===== src/rtl/enc_8_3_pri_q_pkg.sv =====
// enc_pkg: shared constants and types for the registered 8-to-3 priority
// encoder (enc_8_3_pri_q) and its combinational selector (pri_enc_8_3).
//   N_REQ    number of request lines
//   IDX_W    width of the binary code
//   ostate_e output-stage state: EMPTY (nothing offered) / OFFER (y valid)
//   onehot() binary index -> one-hot request vector
package enc_pkg;

   localparam int N_REQ = 8;
   localparam int IDX_W = 3;

   typedef enum logic {
      EMPTY = 1'b0,
      OFFER = 1'b1
   } ostate_e;

   function automatic logic [N_REQ-1:0] onehot(input logic [IDX_W-1:0] idx);
      return N_REQ'(1) << idx;
   endfunction

endpackage


===== src/rtl/pri_enc_8_3.sv =====
// pri_enc_8_3: combinational 8-to-3 priority encoder.
//   MSB_FIRST  1: highest set index wins; 0: lowest set index wins
//   vec  [7:0] input vector
//   idx  [2:0] index of the winning bit (0 when vec is zero)
//   any        vec has at least one bit set
module pri_enc_8_3
   import enc_pkg::*;
#(
   parameter bit MSB_FIRST = 1'b1
) (
   input  logic [N_REQ-1:0] vec,
   output logic [IDX_W-1:0] idx,
   output logic             any
);

   always_comb begin
      idx = '0;
      any = |vec;
      // Scan so that the winning bit is the last one visited.
      if (MSB_FIRST) begin
         for (int i = 0; i < N_REQ; i++) begin
            if (vec[i]) idx = IDX_W'(i);
         end
      end else begin
         for (int i = N_REQ-1; i >= 0; i--) begin
            if (vec[i]) idx = IDX_W'(i);
         end
      end
   end

endmodule


===== src/rtl/enc_8_3_pri_q.sv =====
// enc_8_3_pri_q: registered 8-to-3 priority encoder with request queueing.
// Request lines are captured into a pending register; the top-priority
// pending request is offered as a binary code on a valid/ready output and
// retired when the consumer accepts it.
//   MSB_FIRST  1: req[7] highest priority; 0: req[0] highest priority
//   EDGE_MODE  0: level capture; 1: rising-edge capture
//   clk, rst_n  clock (rising edge), async active-low reset
//   en          capture enable (draining continues when low)
//   req [7:0]   request lines
//   clr_all     synchronous flush of pending requests and the offer
//   y_valid/y_ready/y[2:0]  offered code handshake
//   pending [7:0]  captured requests not yet offered
//   drop        one-cycle pulse: edge capture merged into a queued bit
module enc_8_3_pri_q
   import enc_pkg::*;
#(
   parameter bit MSB_FIRST = 1'b1,
   parameter bit EDGE_MODE = 1'b0
) (
   input  logic             clk,
   input  logic             rst_n,
   input  logic             en,
   input  logic [N_REQ-1:0] req,
   input  logic             clr_all,
   output logic             y_valid,
   input  logic             y_ready,
   output logic [IDX_W-1:0] y,
   output logic [N_REQ-1:0] pending,
   output logic             drop
);

   ostate_e          state_q, state_d;
   logic [IDX_W-1:0] y_q, y_d;
   logic [N_REQ-1:0] pending_q, pending_d;
   logic [N_REQ-1:0] req_d_q;
   logic             drop_q, drop_d;

   logic [N_REQ-1:0] inflight;
   logic [N_REQ-1:0] cap;
   logic [N_REQ-1:0] pend_in;
   logic [IDX_W-1:0] sel_idx;
   logic             sel_any;
   logic             load;

   assign y_valid  = (state_q == OFFER);
   assign inflight = y_valid ? onehot(y_q) : '0;

   always_comb begin
      cap = '0;
      if (en) begin
         if (EDGE_MODE) cap = req & ~req_d_q;
         else           cap = req & ~pending_q & ~inflight;
      end
   end

   // An edge on the code currently offered is absorbed by that offer, so the
   // source is served once per queued event, not once per edge.
   assign pend_in = pending_q | (cap & ~inflight);
   assign load    = (state_q == EMPTY) || (y_valid && y_ready);

   pri_enc_8_3 #(.MSB_FIRST(MSB_FIRST)) u_sel (
      .vec (pend_in),
      .idx (sel_idx),
      .any (sel_any)
   );

   always_comb begin
      state_d   = state_q;
      y_d       = y_q;
      pending_d = pend_in;
      drop_d    = EDGE_MODE && ((cap & (pending_q | inflight)) != '0);
      if (clr_all) begin
         state_d   = EMPTY;
         pending_d = '0;
         drop_d    = 1'b0;
      end else if (load) begin
         if (sel_any) begin
            state_d   = OFFER;
            y_d       = sel_idx;
            pending_d = pend_in & ~onehot(sel_idx);
         end else begin
            // y keeps its last code while the stage is empty.
            state_d = EMPTY;
         end
      end
   end

   always_ff @(posedge clk or negedge rst_n) begin
      if (!rst_n) begin
         state_q   <= EMPTY;
         y_q       <= '0;
         pending_q <= '0;
         drop_q    <= 1'b0;
         req_d_q   <= '0;
      end else begin
         state_q   <= state_d;
         y_q       <= y_d;
         pending_q <= pending_d;
         drop_q    <= drop_d;
         // Edge history tracks req even when disabled or flushing.
         req_d_q   <= req;
      end
   end

   assign y       = y_q;
   assign pending = pending_q;
   assign drop    = drop_q;

endmodule


===== config.mk =====
export PLATFORM = sky130hd
export DESIGN_NAME = enc_8_3_pri_q
export DESIGN_NICKNAME = d
export VERILOG_FILES = /design/src/rtl/enc_8_3_pri_q_pkg.sv /design/src/rtl/pri_enc_8_3.sv /design/src/rtl/enc_8_3_pri_q.sv
export SDC_FILE = /design/constraint.sdc
export NUM_CORES = 1
export LEC_CHECK = 0
export ABC_AREA = 0
export CORE_AREA = 2 2 48 50
export CTS_BUF_LIST = sky130_fd_sc_hd__clkbuf_4
export DETAILED_ROUTE_END_ITERATION = 16
export DIE_AREA = 0 0 50 52
export PLACE_DENSITY = 0.6
export SYNTH_ARGS = -nofsm -noshare
export SYNTH_HDL_FRONTEND = slang
export SYNTH_HIERARCHICAL = 1
export SYNTH_SLANG_ARGS = --single-unit

===== constraint.sdc =====
create_clock -name clk -period 2.22 [get_ports clk]
set_input_delay 0.444 -clock clk [delete_from_list [all_inputs] [get_ports clk]]
set_output_delay 0.444 -clock clk [all_outputs]
set_load 0.01 [all_outputs]

==> impl_metrics.prom, run 1 <==
# TYPE chip_impl_metric gauge
chip_impl_metric{name="drcViolationCount",unit=""} 0
chip_impl_metric{name="critical_path.max_fanout",unit=""} 6
chip_impl_metric{name="share_of_power_burned_in_combinational_logic",unit="%"} 54.5
chip_impl_metric{name="clk_pin_slew_worst_paths",unit="ns"} 0.08
chip_impl_metric{name="max_cap_viol_count",unit=""} 0
chip_impl_metric{name="final_hold_viols",unit=""} 0
chip_impl_info{name="worstSetupStartpoint",value="y[2]$_DFFE_PN0P_"} 1
chip_impl_metric{name="dp.cells",unit=""} 142
chip_impl_metric{name="synth-async-reset-ratio",unit="%"} 100.0
chip_impl_info{name="yosys-top-cells-count",value="sky130_fd_sc_hd__dfrtp_1 (12), sky130_fd_sc_hd__inv_1 (9), sky130_fd_sc_hd__a211oi_1 (8), sky130_fd_sc_hd__a31oi_1 (8), sky130_fd_sc_hd__nor2_1 (8)"} 1
chip_impl_metric{name="placement.setup.worst_slack",unit="ns"} -0.1991
chip_impl_metric{name="top_level_ports",unit=""} 26
chip_impl_info{name="clock-root-buffer",value="sky130_fd_sc_hd__clkbuf_4"} 1
chip_impl_metric{name="synth_unique_cells",unit=""} 25
chip_impl_metric{name="grt_use_total",unit="%"} 17.02
chip_impl_metric{name="timing.final.crit_share",unit="%"} 94.16
chip_impl_metric{name="synth_cells",unit=""} 74
chip_impl_metric{name="postLayoutCoreUtil",unit="%"} 55.50
chip_impl_metric{name="power.static_leakage",unit="nW"} 0.5263
chip_impl_metric{name="cts.htree.levels",unit=""} 1
chip_impl_metric{name="clock_path_buffers",unit=""} 2
chip_impl_metric{name="wl",unit="um"} 1984
chip_impl_metric{name="chipHeight",unit="um"} 52
chip_impl_metric{name="ys_seq_area_share",unit="%"} 42.63
chip_impl_metric{name="aggregate_negative_setup_slack",unit="ns"} 0
chip_impl_metric{name="internal_power",unit="uW"} 590.1
chip_impl_metric{name="placed_area",unit="sq um"} 1107
chip_impl_metric{name="finalCriticalPeriod",unit="ns"} 2.090
chip_impl_metric{name="first_pass_grt_wire_length",unit="um"} 3353
chip_impl_metric{name="hpwlAfterDp",unit="um"} 1473
chip_impl_info{name="timing.hold.worst.class",value="in2async"} 1
chip_impl_metric{name="sequentialPowerShare",unit="%"} 30.1
chip_impl_info{name="netlist.top_cell.by_area",value="sky130_fd_sc_hd__dfrtp_1"} 1
chip_impl_metric{name="clkLatencyLatePin",unit="ns"} 0.28
chip_impl_metric{name="floorplan.core_area",unit="sq um"} 2106
chip_impl_metric{name="fp.dieArea",unit="sq um"} 2600
chip_impl_metric{name="start_util",unit="%"} 33.45
chip_impl_metric{name="antenna_found_initial",unit=""} 0
chip_impl_metric{name="post_route_cells_drive_above_1_share",unit="%"} 29.17
chip_impl_metric{name="xor_xnor_portion_of_the_synthesized_cell_area",unit="%"} 0
chip_impl_metric{name="grt_pass1_vias",unit=""} 759
chip_impl_metric{name="count_of_pins_over_their_slew_limit",unit=""} 0
chip_impl_metric{name="worstPathRequired",unit="ns"} 2.41
chip_impl_metric{name="tritoncts.num_buffers",unit=""} 3
chip_impl_info{name="synth.most_common_cell",value="sky130_fd_sc_hd__dfrtp_1"} 1
chip_impl_metric{name="post_cts_hold_buffer_count",unit=""} 0
chip_impl_metric{name="ir_worst_vdd",unit="mV"} 0.4829
chip_impl_metric{name="dr.pass1.iters",unit=""} 4
chip_impl_metric{name="gp_congestion",unit=""} 0.7833
chip_impl_info{name="most_frequently_used_flop_master_after_synthesis",value="sky130_fd_sc_hd__dfrtp_1"} 1
chip_impl_metric{name="synth_compound_area_share",unit="%"} 20.43
chip_impl_metric{name="count_of_inserted_antenna_diode_cells",unit=""} 0
chip_impl_metric{name="synth-warning-count",unit=""} 6
chip_impl_metric{name="power.density_cell_area",unit="nW/um^2"} 784.1
chip_impl_metric{name="mappedNetlistArea",unit="sq um"} 704.4
chip_impl_metric{name="p_switching",unit="uW"} 326.2
chip_impl_metric{name="grt_start_max_net_pins",unit=""} 13
chip_impl_metric{name="final.setup.worst_slack",unit="ns"} 0.1297
chip_impl_metric{name="final.fill_count",unit=""} 187
chip_impl_metric{name="syn_to_final_growth",unit="%"} 65.90
chip_impl_info{name="unrepaired_setup_endpoints_after_global_routing",value="no"} 1
chip_impl_metric{name="detail-route-antenna-nets",unit=""} 0
chip_impl_metric{name="detailroute.via_count",unit=""} 742
chip_impl_info{name="worstSetupPathType",value="reg2reg"} 1
chip_impl_metric{name="drt_iter0_markers",unit=""} 12
chip_impl_metric{name="synth-adder-area-share",unit="%"} 0
chip_impl_metric{name="setup_violations",unit=""} 0
chip_impl_metric{name="finClkSkew",unit="ns"} 0.0007706
chip_impl_metric{name="die_width",unit="um"} 50
chip_impl_metric{name="power.clock.fraction",unit="%"} 15.4
chip_impl_metric{name="synth-edff-count",unit=""} 0
chip_impl_metric{name="power.switching_fraction",unit="%"} 35.60
chip_impl_info{name="cts_tree",value="built"} 1
chip_impl_metric{name="cts.sink_count",unit=""} 12
chip_impl_info{name="regToRegStartpoint",value="y[2]$_DFFE_PN0P_"} 1
chip_impl_metric{name="row_count",unit=""} 17
chip_impl_info{name="post_synth_main_area_contributors",value="sky130_fd_sc_hd__dfrtp_1 (43%), sky130_fd_sc_hd__a211oi_1 (8.5%), sky130_fd_sc_hd__a31oi_1 (7.1%), sky130_fd_sc_hd__inv_1 (4.8%), sky130_fd_sc_hd__mux2_2 (4.8%)"} 1
chip_impl_metric{name="final-seq-area",unit="sq um"} 300.3
chip_impl_info{name="run_status",value="complete, no violations"} 1
chip_impl_metric{name="max_clock_freq",unit="GHz"} 0.4784
chip_impl_info{name="critical_path.startpoint_type",value="register"} 1
chip_impl_metric{name="mappedNetlistNets",unit=""} 87
chip_impl_metric{name="grt-ovfl-total",unit=""} 0
chip_impl_metric{name="timing_worst_slew_pin_value",unit="ns"} 0.5631
chip_impl_metric{name="routedWlPerCell",unit="um"} 13.41
chip_impl_metric{name="crit_arrival",unit="ns"} 2.28
chip_impl_metric{name="post_synthesis_average_cell_area",unit="sq um"} 9.519
chip_impl_metric{name="fin_nets",unit=""} 134
chip_impl_metric{name="synth_simple_gate_area_share",unit="%"} 24.16
chip_impl_metric{name="numPortBuffers",unit=""} 24
chip_impl_metric{name="timing.slew.headroom",unit="%"} 62.34
chip_impl_metric{name="vias_per_instance",unit=""} 5.014
chip_impl_metric{name="finish.cell_count_without_fillers",unit=""} 148
chip_impl_metric{name="yosysTopAreaCellShare",unit="%"} 42.63
chip_impl_info{name="combinational_family_with_the_most_area_after_synthesis",value="simple AND/OR/NAND/NOR gates"} 1
chip_impl_metric{name="multi_input_area",unit="sq um"} 369.1
chip_impl_metric{name="layout.cell_area.non_filler",unit="sq um"} 1169
chip_impl_metric{name="synth.ff_latch_count",unit=""} 12
chip_impl_metric{name="synthMuxAreaShare",unit="%"} 4.796
chip_impl_info{name="endpoint_type_of_the_worst_setup_path",value="register"} 1
final timing paths:
path / to / slack [ns] / depth (start not counted)
max in group asynchronous: pending[2]$_DFF_PN0_ / 1.33 / 1
setup / recovery: pending[5]$_DFF_PN0_ / 0.13 / 9
setup reg to reg: pending[5]$_DFF_PN0_ / 0.13 / 9
hold / removal: pending[4]$_DFF_PN0_ / 0.52 / 1
hold reg to reg: pending[2]$_DFF_PN0_ / 0.65 / 2
min in group clk: pending[2]$_DFF_PN0_ / 0.65 / 2
kinds of logic after synthesis:
group,Yosys count
other,1
and+or+nand+nor,25
muxes,3
AOI/OAI and AO/OA,20
buffers and inverters,13
DFF,12
layout make-up:
cell class                 instances  share of cell area (%)
tap                               28                   2.998
timing repair buffer              45                   34.26
multi-input combinational         49                   31.58
clock buffer                       3                   1.927
clock inverter                     1                  0.3212
inverter                          10                   3.212
sequential                        12                   25.70
flip-flops by register name, indices dropped and copies added, names as in the netlist:
name	count
pending	8
y_valid	1
y	3
power by group through the flow:
stage          Sequential [mW]  Combinational, mW  Clock (mW)
6_report                 0.276              0.499       0.141
5_1_grt                  0.283              0.539       0.158
4_1_cts                  0.275              0.487       0.148
3_5_place_dp             0.280              0.485           0
3_3_place_gp             0.279              0.483           0
2_1_floorplan            0.326              0.172           0
per-layer routing:
layer | GRT usage [%] | vias to the layer above | share of wire, %
li1 | - | 364 | -
met1 | 22.74 | 347 | 46
met2 | 27.19 | 27 | 47
met3 | 2.874 | 4 | 5.2
met4 | 6.944 | 0 | 1.2
met5 | 0 | - | 0
through the flow:
step | total power, mW | hold slack (ns)
floorplan | 0.4979 | 0.1484
global placement | 0.7621 | 0.5919
detailed placement | 0.7646 | 0.6238
CTS | 0.9107 | 0.5481
global route | 0.9799 | 0.5646
finish | 0.9164 | 0.5247
worst max-delay path: stages (launching register included):
cell and delay (ns):
sky130_fd_sc_hd__dfrtp_1 0.37, sky130_fd_sc_hd__or4b_1 0.54, sky130_fd_sc_hd__a31oi_2 0.20, sky130_fd_sc_hd__inv_1 0.06, sky130_fd_sc_hd__nor2_1 0.08, sky130_fd_sc_hd__nand4_1 0.20
sky130_fd_sc_hd__buf_4 0.20, sky130_fd_sc_hd__nand2_1 0.05, sky130_fd_sc_hd__nor2_1 0.06, sky130_fd_sc_hd__a211oi_1 0.24
repair_timing:
| item | CTS | global route |
|---|---|---|
| endpoints found under the hold margin | 0 | 0 |
| endpoints found under the setup margin | 0 | 8 |
| setup buffers | 0 | 2 |
| resized for setup | 0 | 4 |
layout by cell type (no fill, tap or decap), types with 3 or more instances in the layout:
cell type	count
sky130_fd_sc_hd__nand4b_1	3
sky130_fd_sc_hd__a211oi_1	7
sky130_fd_sc_hd__mux2_2	3
sky130_fd_sc_hd__inv_1	9
sky130_fd_sc_hd__clkdlybuf4s50_1	23
sky130_fd_sc_hd__dfrtp_1	12
sky130_fd_sc_hd__clkbuf_4	3
sky130_fd_sc_hd__buf_4	21
sky130_fd_sc_hd__nor2_1	8
sky130_fd_sc_hd__a31oi_1	6
sky130_fd_sc_hd__nand4bb_1	3
Power figures use the tool's default switching activity.
==> inputs of run 2 (changes only) <==
--- a/config.mk
+++ b/config.mk
@@ -6,10 +6,10 @@
 export NUM_CORES = 1
 export LEC_CHECK = 0
 export ABC_AREA = 0
-export CORE_AREA = 2 2 48 50
+export CORE_AREA = 2 2 40 60
 export CTS_BUF_LIST = sky130_fd_sc_hd__clkbuf_4
 export DETAILED_ROUTE_END_ITERATION = 16
-export DIE_AREA = 0 0 50 52
+export DIE_AREA = 0 0 42 62
 export PLACE_DENSITY = 0.6
 export SYNTH_ARGS = -nofsm -noshare
 export SYNTH_HDL_FRONTEND = slang
==> run 2 against run 1 <==
Effect of this change:
- fmax fell by 3.5%
- sequential share of layout area shrank 1.3 points
- wire length increased by 12%
- critical path type unchanged
- sequential power grew 1%
==> impl_metrics.prom, run 2 (synthesis results as in run 1) <==
# TYPE chip_impl_metric gauge
chip_impl_metric{name="grt_start_max_net_pins",unit=""} 13
chip_impl_info{name="most-common-layout-cells",value="sky130_fd_sc_hd__clkdlybuf4s50_1 (23), sky130_fd_sc_hd__buf_4 (19), sky130_fd_sc_hd__dfrtp_1 (12)"} 1
chip_impl_info{name="cts_tree",value="built"} 1
chip_impl_metric{name="gp_congestion",unit=""} 0.8458
chip_impl_metric{name="largest_register_ff_count",unit=""} 8
chip_impl_metric{name="chipHeight",unit="um"} 62
chip_impl_metric{name="antenna_found_initial",unit=""} 0
chip_impl_metric{name="numPortBuffers",unit=""} 24
chip_impl_metric{name="worstPathRequired",unit="ns"} 2.39
chip_impl_info{name="worstSetupPathType",value="reg2reg"} 1
chip_impl_info{name="regToRegStartpoint",value="y[0]$_DFFE_PN0P_"} 1
chip_impl_metric{name="clock_path_buffers",unit=""} 2
chip_impl_metric{name="grt-ovfl-total",unit=""} 0
chip_impl_metric{name="placement.setup.worst_slack",unit="ns"} -0.2172
chip_impl_metric{name="timing.slew.headroom",unit="%"} 63.27
chip_impl_info{name="r2r-end",value="pending[6]$_DFF_PN0_"} 1
chip_impl_metric{name="power.density_cell_area",unit="nW/um^2"} 782.5
chip_impl_metric{name="drt_iter0_markers",unit=""} 12
chip_impl_metric{name="drcViolationCount",unit=""} 0
chip_impl_metric{name="fin_nets",unit=""} 132
chip_impl_metric{name="floorplan.core_area",unit="sq um"} 2128
chip_impl_metric{name="dr.pass1.iters",unit=""} 4
chip_impl_metric{name="wl",unit="um"} 2230
chip_impl_metric{name="reg2regPathDepth",unit=""} 8
chip_impl_metric{name="ir_worst_vdd",unit="mV"} 0.5066
chip_impl_metric{name="finClkSkew",unit="ns"} 0.0008420
chip_impl_info{name="layout_commonest_cell",value="sky130_fd_sc_hd__clkdlybuf4s50_1"} 1
chip_impl_info{name="grt-busiest-layer",value="met2"} 1
chip_impl_metric{name="layout.cell_area.non_filler",unit="sq um"} 1230
chip_impl_metric{name="row_count",unit=""} 21
chip_impl_metric{name="setup_violations",unit=""} 0
chip_impl_metric{name="count_of_pins_over_their_slew_limit",unit=""} 0
chip_impl_metric{name="detailroute.via_count",unit=""} 759
chip_impl_metric{name="final.setup.worst_slack",unit="ns"} 0.05371
chip_impl_metric{name="cts.htree.levels",unit=""} 1
chip_impl_metric{name="post_cts_hold_buffer_count",unit=""} 0
chip_impl_metric{name="max_clock_freq",unit="GHz"} 0.4616
chip_impl_metric{name="detail-route-antenna-nets",unit=""} 0
chip_impl_info{name="timing.hold.worst.class",value="in2async"} 1
chip_impl_info{name="critical_path.startpoint_type",value="register"} 1
chip_impl_metric{name="met3_usage",unit="%"} 2.601
chip_impl_metric{name="routedWlPerCell",unit="um"} 15.93
chip_impl_metric{name="max_cap_viol_count",unit=""} 0
chip_impl_metric{name="crit_arrival",unit="ns"} 2.34
chip_impl_metric{name="tritoncts.num_buffers",unit=""} 3
chip_impl_metric{name="clk_pin_slew_worst_paths",unit="ns"} 0.07
chip_impl_metric{name="fraction_of_met2_tracks_used_by_global_routing",unit="%"} 32.14
chip_impl_metric{name="clkLatencyLatePin",unit="ns"} 0.27
chip_impl_metric{name="post_route_cells_drive_above_1_share",unit="%"} 40.17
chip_impl_metric{name="timing.final.crit_share",unit="%"} 97.58
chip_impl_metric{name="hpwlAfterDp",unit="um"} 1604
chip_impl_metric{name="die_width",unit="um"} 42
chip_impl_metric{name="fp.dieArea",unit="sq um"} 2604
chip_impl_metric{name="top_level_ports",unit=""} 26
chip_impl_metric{name="timing_worst_slew_pin_value",unit="ns"} 0.5492
chip_impl_metric{name="power.static_leakage",unit="nW"} 0.5301
chip_impl_info{name="endpoint_type_of_the_worst_setup_path",value="register"} 1
chip_impl_metric{name="finalCriticalPeriod",unit="ns"} 2.166
chip_impl_metric{name="grt_use_total",unit="%"} 16.36
chip_impl_metric{name="critical_path.max_fanout",unit=""} 9
chip_impl_metric{name="vias_per_instance",unit=""} 5.421
chip_impl_info{name="clock-root-buffer",value="sky130_fd_sc_hd__clkbuf_4"} 1
chip_impl_metric{name="cts.sink_count",unit=""} 12
chip_impl_info{name="unrepaired_setup_endpoints_after_global_routing",value="yes"} 1
chip_impl_metric{name="syn_to_final_growth",unit="%"} 74.60
chip_impl_metric{name="r2r_slack",unit="ns"} 0.05
chip_impl_metric{name="first_pass_grt_wire_length",unit="um"} 3139
chip_impl_metric{name="count_of_inserted_antenna_diode_cells",unit=""} 0
chip_impl_metric{name="placed_area",unit="sq um"} 1094
chip_impl_metric{name="final_hold_viols",unit=""} 0
chip_impl_metric{name="grt_use_met1",unit="%"} 16.82
chip_impl_metric{name="start_util",unit="%"} 33.10
chip_impl_info{name="run_status",value="complete, no violations"} 1
chip_impl_metric{name="grt_pass1_vias",unit=""} 683
==> run 2: cell type report <==
cell class	count	area [sq um]
multi-input combinational	49	455.4
inverter	10	37.54
tap	23	28.78
clock buffer	3	22.52
timing repair buffer	43	385.4
sequential	12	300.3
fill	188	898.4
==> run 2: layer usage <==
metal  vias up  wire [um]
met3         4         68
met4         0         30
met2        19       1241
met5         -          0
li1        362          -
met1       374        890
==> run 2: repair_timing <==
item / CTS / global route
resized for setup: 0 / 20
setup buffers: 0 / 1
setup endpoints to repair: 0 / 11
==> run 2: through the flow <==
stage	instances	total power, mW	util (%)	TNS, ns	hold slack [ns]
after detailed placement	136	0.7518	51.38	-1.832	0.6468
after global routing	140	1.017	57.79	-0.3983	0.5877
after global placement	136	0.7509	51.38	-1.513	0.6393
after floorplan	74	0.4979	-	0	0.1484
final	140	0.9624	57.79	0	0.5262
after CTS	139	0.8901	52.44	0	0.5488
==> run 2: worst max-delay path: stages, from the launching register on <==
cell	delay (ns)
sky130_fd_sc_hd__dfrtp_1	0.39
sky130_fd_sc_hd__buf_4	0.17
sky130_fd_sc_hd__nand4bb_1	0.22
sky130_fd_sc_hd__a31oi_1	0.25
sky130_fd_sc_hd__inv_1	0.09
sky130_fd_sc_hd__nor2_1	0.18
sky130_fd_sc_hd__nand4_1	0.24
sky130_fd_sc_hd__and3_4	0.27
sky130_fd_sc_hd__a211oi_1	0.27
==> run 2: worst max path at each step <==
stage	start	endpoint	slack, ns	cells after the start
floorplan	y[2]$_DFFE_PN0P_	y[0]$_DFFE_PN0P_	0.14	7
global placement	en	pending[0]$_DFF_PN0_	-0.16	8
detailed placement	en	y[0]$_DFFE_PN0P_	-0.22	7
CTS	y[0]$_DFFE_PN0P_	pending[5]$_DFF_PN0_	0.07	7
global route	y[0]$_DFFE_PN0P_	pending[3]$_DFF_PN0_	-0.06	8
finish	y[0]$_DFFE_PN0P_	pending[6]$_DFF_PN0_	0.05	8
==> run 2: power by group <==
part / total [mW] / internal [mW] / switching [mW]
logic: 0.547 / 0.295 / 0.252
registers: 0.280 / 0.257 / 0.0233
clock network: 0.136 / 0.0628 / 0.0728
total: 0.962 / 0.615 / 0.348
==> inputs of run 3 (changes only) <==
--- a/config.mk
+++ b/config.mk
@@ -5,12 +5,13 @@
 export SDC_FILE = /design/constraint.sdc
 export NUM_CORES = 1
 export LEC_CHECK = 0
-export ABC_AREA = 0
-export CORE_AREA = 2 2 40 60
+export ABC_AREA = 1
+export CAP_MARGIN = 0
+export CORE_AREA = 2 2 43 65
 export CTS_BUF_LIST = sky130_fd_sc_hd__clkbuf_4
 export DETAILED_ROUTE_END_ITERATION = 16
-export DIE_AREA = 0 0 42 62
-export PLACE_DENSITY = 0.6
+export DIE_AREA = 0 0 45 67
+export PLACE_DENSITY = 0.57
 export SYNTH_ARGS = -nofsm -noshare
 export SYNTH_HDL_FRONTEND = slang
 export SYNTH_HIERARCHICAL = 1
==> run 3 against run 2 <==
Effect of this change:
- global-route usage is 1.5 points lower
- via count is 8.6% higher
- die area is 16% higher
- synthesized cell count up 78%
- final cell count grew 30%
- clock power increased by 4%
- power fell by 24%
- clock skew up 0.0029 ns
- sequential power about the same
- critical endpoint is now pending[3]$_DFF_PN0_
- largest power group unchanged
==> impl_metrics.prom, run 3 <==
# TYPE chip_impl_metric gauge
chip_impl_info{name="post_synth_main_area_contributors",value="sky130_fd_sc_hd__dfrtp_1 (37%), sky130_fd_sc_hd__nand2_1 (20%), sky130_fd_sc_hd__inv_1 (12%), sky130_fd_sc_hd__nor2_1 (8.2%), sky130_fd_sc_hd__a21oi_2 (4.3%)"} 1
chip_impl_metric{name="top_level_ports",unit=""} 26
chip_impl_info{name="cts_tree",value="built"} 1
chip_impl_metric{name="drt_iter0_markers",unit=""} 25
chip_impl_metric{name="r2r_slack",unit="ns"} 0.45
chip_impl_metric{name="ys_seq_area_share",unit="%"} 36.53
chip_impl_metric{name="power.density_cell_area",unit="nW/um^2"} 658.8
chip_impl_metric{name="count_of_inserted_antenna_diode_cells",unit=""} 0
chip_impl_metric{name="fin_nets",unit=""} 173
chip_impl_info{name="run_status",value="complete, no violations"} 1
chip_impl_metric{name="chipHeight",unit="um"} 67
chip_impl_metric{name="max_clock_freq",unit="GHz"} 0.5143
chip_impl_metric{name="count_of_pins_over_their_slew_limit",unit=""} 0
chip_impl_info{name="r2r-end",value="pending[3]$_DFF_PN0_"} 1
chip_impl_metric{name="start_util",unit="%"} 33.94
chip_impl_metric{name="max_cap_viol_count",unit=""} 0
chip_impl_metric{name="dr.pass1.iters",unit=""} 3
chip_impl_metric{name="cts.sink_count",unit=""} 12
chip_impl_metric{name="mappedNetlistNets",unit=""} 145
chip_impl_info{name="worst_setup_path_endpoint",value="pending[3]$_DFF_PN0_"} 1
chip_impl_metric{name="floorplan.core_area",unit="sq um"} 2422
chip_impl_metric{name="timing.slew.headroom",unit="%"} 62.48
chip_impl_metric{name="fp.dieArea",unit="sq um"} 3015
chip_impl_metric{name="tritoncts.num_buffers",unit=""} 3
chip_impl_metric{name="reg2regPathDepth",unit=""} 11
chip_impl_metric{name="largest_register_ff_count",unit=""} 8
chip_impl_metric{name="synth_cells",unit=""} 132
chip_impl_info{name="netlist.top_cell.by_area",value="sky130_fd_sc_hd__dfrtp_1"} 1
chip_impl_metric{name="numPortBuffers",unit=""} 24
chip_impl_metric{name="post_synthesis_average_cell_area",unit="sq um"} 6.228
chip_impl_info{name="unrepaired_setup_endpoints_after_global_routing",value="no"} 1
chip_impl_info{name="worstSetupPathType",value="in2reg"} 1
chip_impl_metric{name="synth-warning-count",unit=""} 6
chip_impl_metric{name="power.static_leakage",unit="nW"} 0.6237
chip_impl_info{name="synth.most_common_cell",value="sky130_fd_sc_hd__nand2_1"} 1
chip_impl_metric{name="synth-edff-count",unit=""} 0
chip_impl_metric{name="cts.htree.levels",unit=""} 1
chip_impl_metric{name="timing_worst_slew_pin_value",unit="ns"} 0.5610
chip_impl_info{name="critical_path.startpoint_type",value="primary input"} 1
chip_impl_metric{name="vias_per_instance",unit=""} 4.527
chip_impl_metric{name="p_total",unit="uW"} 729.5
chip_impl_metric{name="clock_path_buffers",unit=""} 2
chip_impl_info{name="clock-root-buffer",value="sky130_fd_sc_hd__clkbuf_4"} 1
chip_impl_metric{name="synth-async-reset-ratio",unit="%"} 100.0
chip_impl_metric{name="drcViolationCount",unit=""} 0
chip_impl_metric{name="final_hold_viols",unit=""} 0
chip_impl_metric{name="finalCriticalPeriod",unit="ns"} 1.944
chip_impl_metric{name="critical_path.max_fanout",unit=""} 8
chip_impl_info{name="grt-busiest-layer",value="met2"} 1
chip_impl_metric{name="dp.cells",unit=""} 179
chip_impl_metric{name="setup_violations",unit=""} 0
chip_impl_metric{name="clkLatencyLatePin",unit="ns"} 0.28
chip_impl_metric{name="wl",unit="um"} 1954
chip_impl_metric{name="grt_use_total",unit="%"} 14.84
chip_impl_metric{name="met3_usage",unit="%"} 1.626
chip_impl_metric{name="grt-ovfl-total",unit=""} 0
chip_impl_info{name="yosys-top-cells-count",value="sky130_fd_sc_hd__nand2_1 (44), sky130_fd_sc_hd__inv_1 (26), sky130_fd_sc_hd__nor2_1 (18), sky130_fd_sc_hd__dfrtp_1 (12), sky130_fd_sc_hd__inv_2 (6)"} 1
chip_impl_metric{name="syn_to_final_growth",unit="%"} 34.70
chip_impl_metric{name="routedWlPerCell",unit="um"} 10.74
chip_impl_info{name="endpoint_type_of_the_worst_setup_path",value="register"} 1
chip_impl_metric{name="yosysTopAreaCellShare",unit="%"} 36.53
chip_impl_metric{name="die_width",unit="um"} 45
chip_impl_metric{name="mappedNetlistArea",unit="sq um"} 822.0
chip_impl_metric{name="synth.ff_latch_count",unit=""} 12
chip_impl_metric{name="first_pass_grt_wire_length",unit="um"} 3222
chip_impl_metric{name="timing.final.crit_share",unit="%"} 87.59
chip_impl_metric{name="gp_congestion",unit=""} 0.9134
chip_impl_metric{name="postLayoutCoreUtil",unit="%"} 45.71
chip_impl_metric{name="worstPathRequired",unit="ns"} 2.39
chip_impl_info{name="regToRegStartpoint",value="y[2]$_DFFE_PN0P_"} 1
chip_impl_metric{name="detail-route-antenna-nets",unit=""} 0
chip_impl_metric{name="crit_arrival",unit="ns"} 2.12
chip_impl_metric{name="finClkSkew",unit="ns"} 0.003693
chip_impl_info{name="worstSetupStartpoint",value="en"} 1
chip_impl_metric{name="post_cts_resized",unit=""} 0
chip_impl_info{name="timing.hold.worst.class",value="in2async"} 1
chip_impl_metric{name="ir_worst_vdd",unit="mV"} 0.3664
chip_impl_metric{name="hpwlAfterDp",unit="um"} 1558
chip_impl_info{name="most_frequently_used_flop_master_after_synthesis",value="sky130_fd_sc_hd__dfrtp_1"} 1
chip_impl_metric{name="grt_start_max_net_pins",unit=""} 13
chip_impl_metric{name="grt_use_met1",unit="%"} 16.17
chip_impl_metric{name="finish.cell_count_without_fillers",unit=""} 182
chip_impl_metric{name="clk_pin_slew_worst_paths",unit="ns"} 0.08
chip_impl_metric{name="grt_pass1_vias",unit=""} 792
chip_impl_info{name="most-common-layout-cells",value="sky130_fd_sc_hd__nand2_1 (44), sky130_fd_sc_hd__inv_1 (26), sky130_fd_sc_hd__clkdlybuf4s50_1 (24)"} 1
chip_impl_metric{name="post_cts_hold_buffer_count",unit=""} 0
chip_impl_metric{name="fraction_of_met2_tracks_used_by_global_routing",unit="%"} 26.79
chip_impl_metric{name="detailroute.via_count",unit=""} 824
chip_impl_metric{name="postCtsSetupRepairBufs",unit=""} 0
chip_impl_metric{name="post_route_cells_drive_above_1_share",unit="%"} 13.29
chip_impl_info{name="layout_commonest_cell",value="sky130_fd_sc_hd__nand2_1"} 1
chip_impl_metric{name="antenna_found_initial",unit=""} 0
chip_impl_metric{name="synth_unique_cells",unit=""} 16
chip_impl_metric{name="row_count",unit=""} 22
==> run 3: cell count changes in the layout (fill, tap and decap cells not counted), moves of 4 or more <==
cell                       delta
sky130_fd_sc_hd__buf_4       -18
sky130_fd_sc_hd__inv_1       +18
sky130_fd_sc_hd__o21ai_1      +5
sky130_fd_sc_hd__nor2_1      +11
sky130_fd_sc_hd__inv_2        +4
sky130_fd_sc_hd__a211oi_2     -5
sky130_fd_sc_hd__nand2_2      +5
sky130_fd_sc_hd__a31oi_1      -4
sky130_fd_sc_hd__nand2_1     +42
==> run 3: cell type report <==
class	count	area, sq um
fill	265	1315
multi-input combinational	86	386.6
sequential	12	300.3
timing repair buffer	25	247.7
tap	24	30.03
inverter	32	120.1
clock buffer	3	22.52
==> run 3: worst min path at each step <==
stage	endpoint	slack, ns	cells after the start	from
after detailed placement	pending[7]$_DFF_PN0_	0.52	2	pending[7]$_DFF_PN0_
after floorplan	pending[0]$_DFF_PN0_	0.15	0	rst_n
after global placement	pending[7]$_DFF_PN0_	0.51	2	pending[7]$_DFF_PN0_
after CTS	pending[7]$_DFF_PN0_	0.54	2	pending[7]$_DFF_PN0_
after global routing	pending[0]$_DFF_PN0_	0.56	2	pending[0]$_DFF_PN0_
final	y_valid$_DFFE_PN0P_	0.52	1	rst_n
==> run 3: per-stage QoR <==
stage | area, sq um | hold WS, ns | setup TNS, ns | worst slack (ns)
after floorplan | 822.0 | 0.1484 | 0 | 0.6168
after global placement | 1085 | 0.5135 | -0.001385 | -0.001385
after detailed placement | 1085 | 0.5223 | -0.02852 | -0.008910
after CTS | 1107 | 0.5405 | 0 | 0.2621
after global routing | 1107 | 0.5613 | 0 | 0.06874
final | 1107 | 0.5170 | 0 | 0.2756
==> run 3: critical path, stage by stage <==
cell and delay (ns):
sky130_fd_sc_hd__clkdlybuf4s50_1 0.53, sky130_fd_sc_hd__nand2_1 0.10, sky130_fd_sc_hd__inv_1 0.05, sky130_fd_sc_hd__a21oi_2 0.15
sky130_fd_sc_hd__inv_1 0.08, sky130_fd_sc_hd__nor2_1 0.21, sky130_fd_sc_hd__nand2_1 0.11, sky130_fd_sc_hd__inv_1 0.10
sky130_fd_sc_hd__nand3_1 0.14, sky130_fd_sc_hd__o21ai_1 0.16, sky130_fd_sc_hd__nor2_1 0.05
==> run 3: logic make-up (layout without fill, tap and decap cells) <==
group | count (synthesis) | count (layout) | synth area share [%]
AOI/OAI and AO/OA | 10 | 10 | 7.913
buffers and inverters | 34 | 60 | 16.44
DFF | 12 | 12 | 36.53
other | 1 | 1 | 0.4562
and+or+nand+nor | 75 | 75 | 38.66
==> run 3: power by group <==
part	leakage, nW	internal, mW	switching (mW)
clock network	0.0138	0.0630	0.0777
logic	0.457	0.137	0.170
registers	0.153	0.249	0.0324
total	0.624	0.449	0.280
==> run 3: layer usage <==
metal	vias to the layer above	wire [um]
li1	435	-
met1	371	811
met2	13	1032
met3	5	63
met4	0	46
met5	-	0
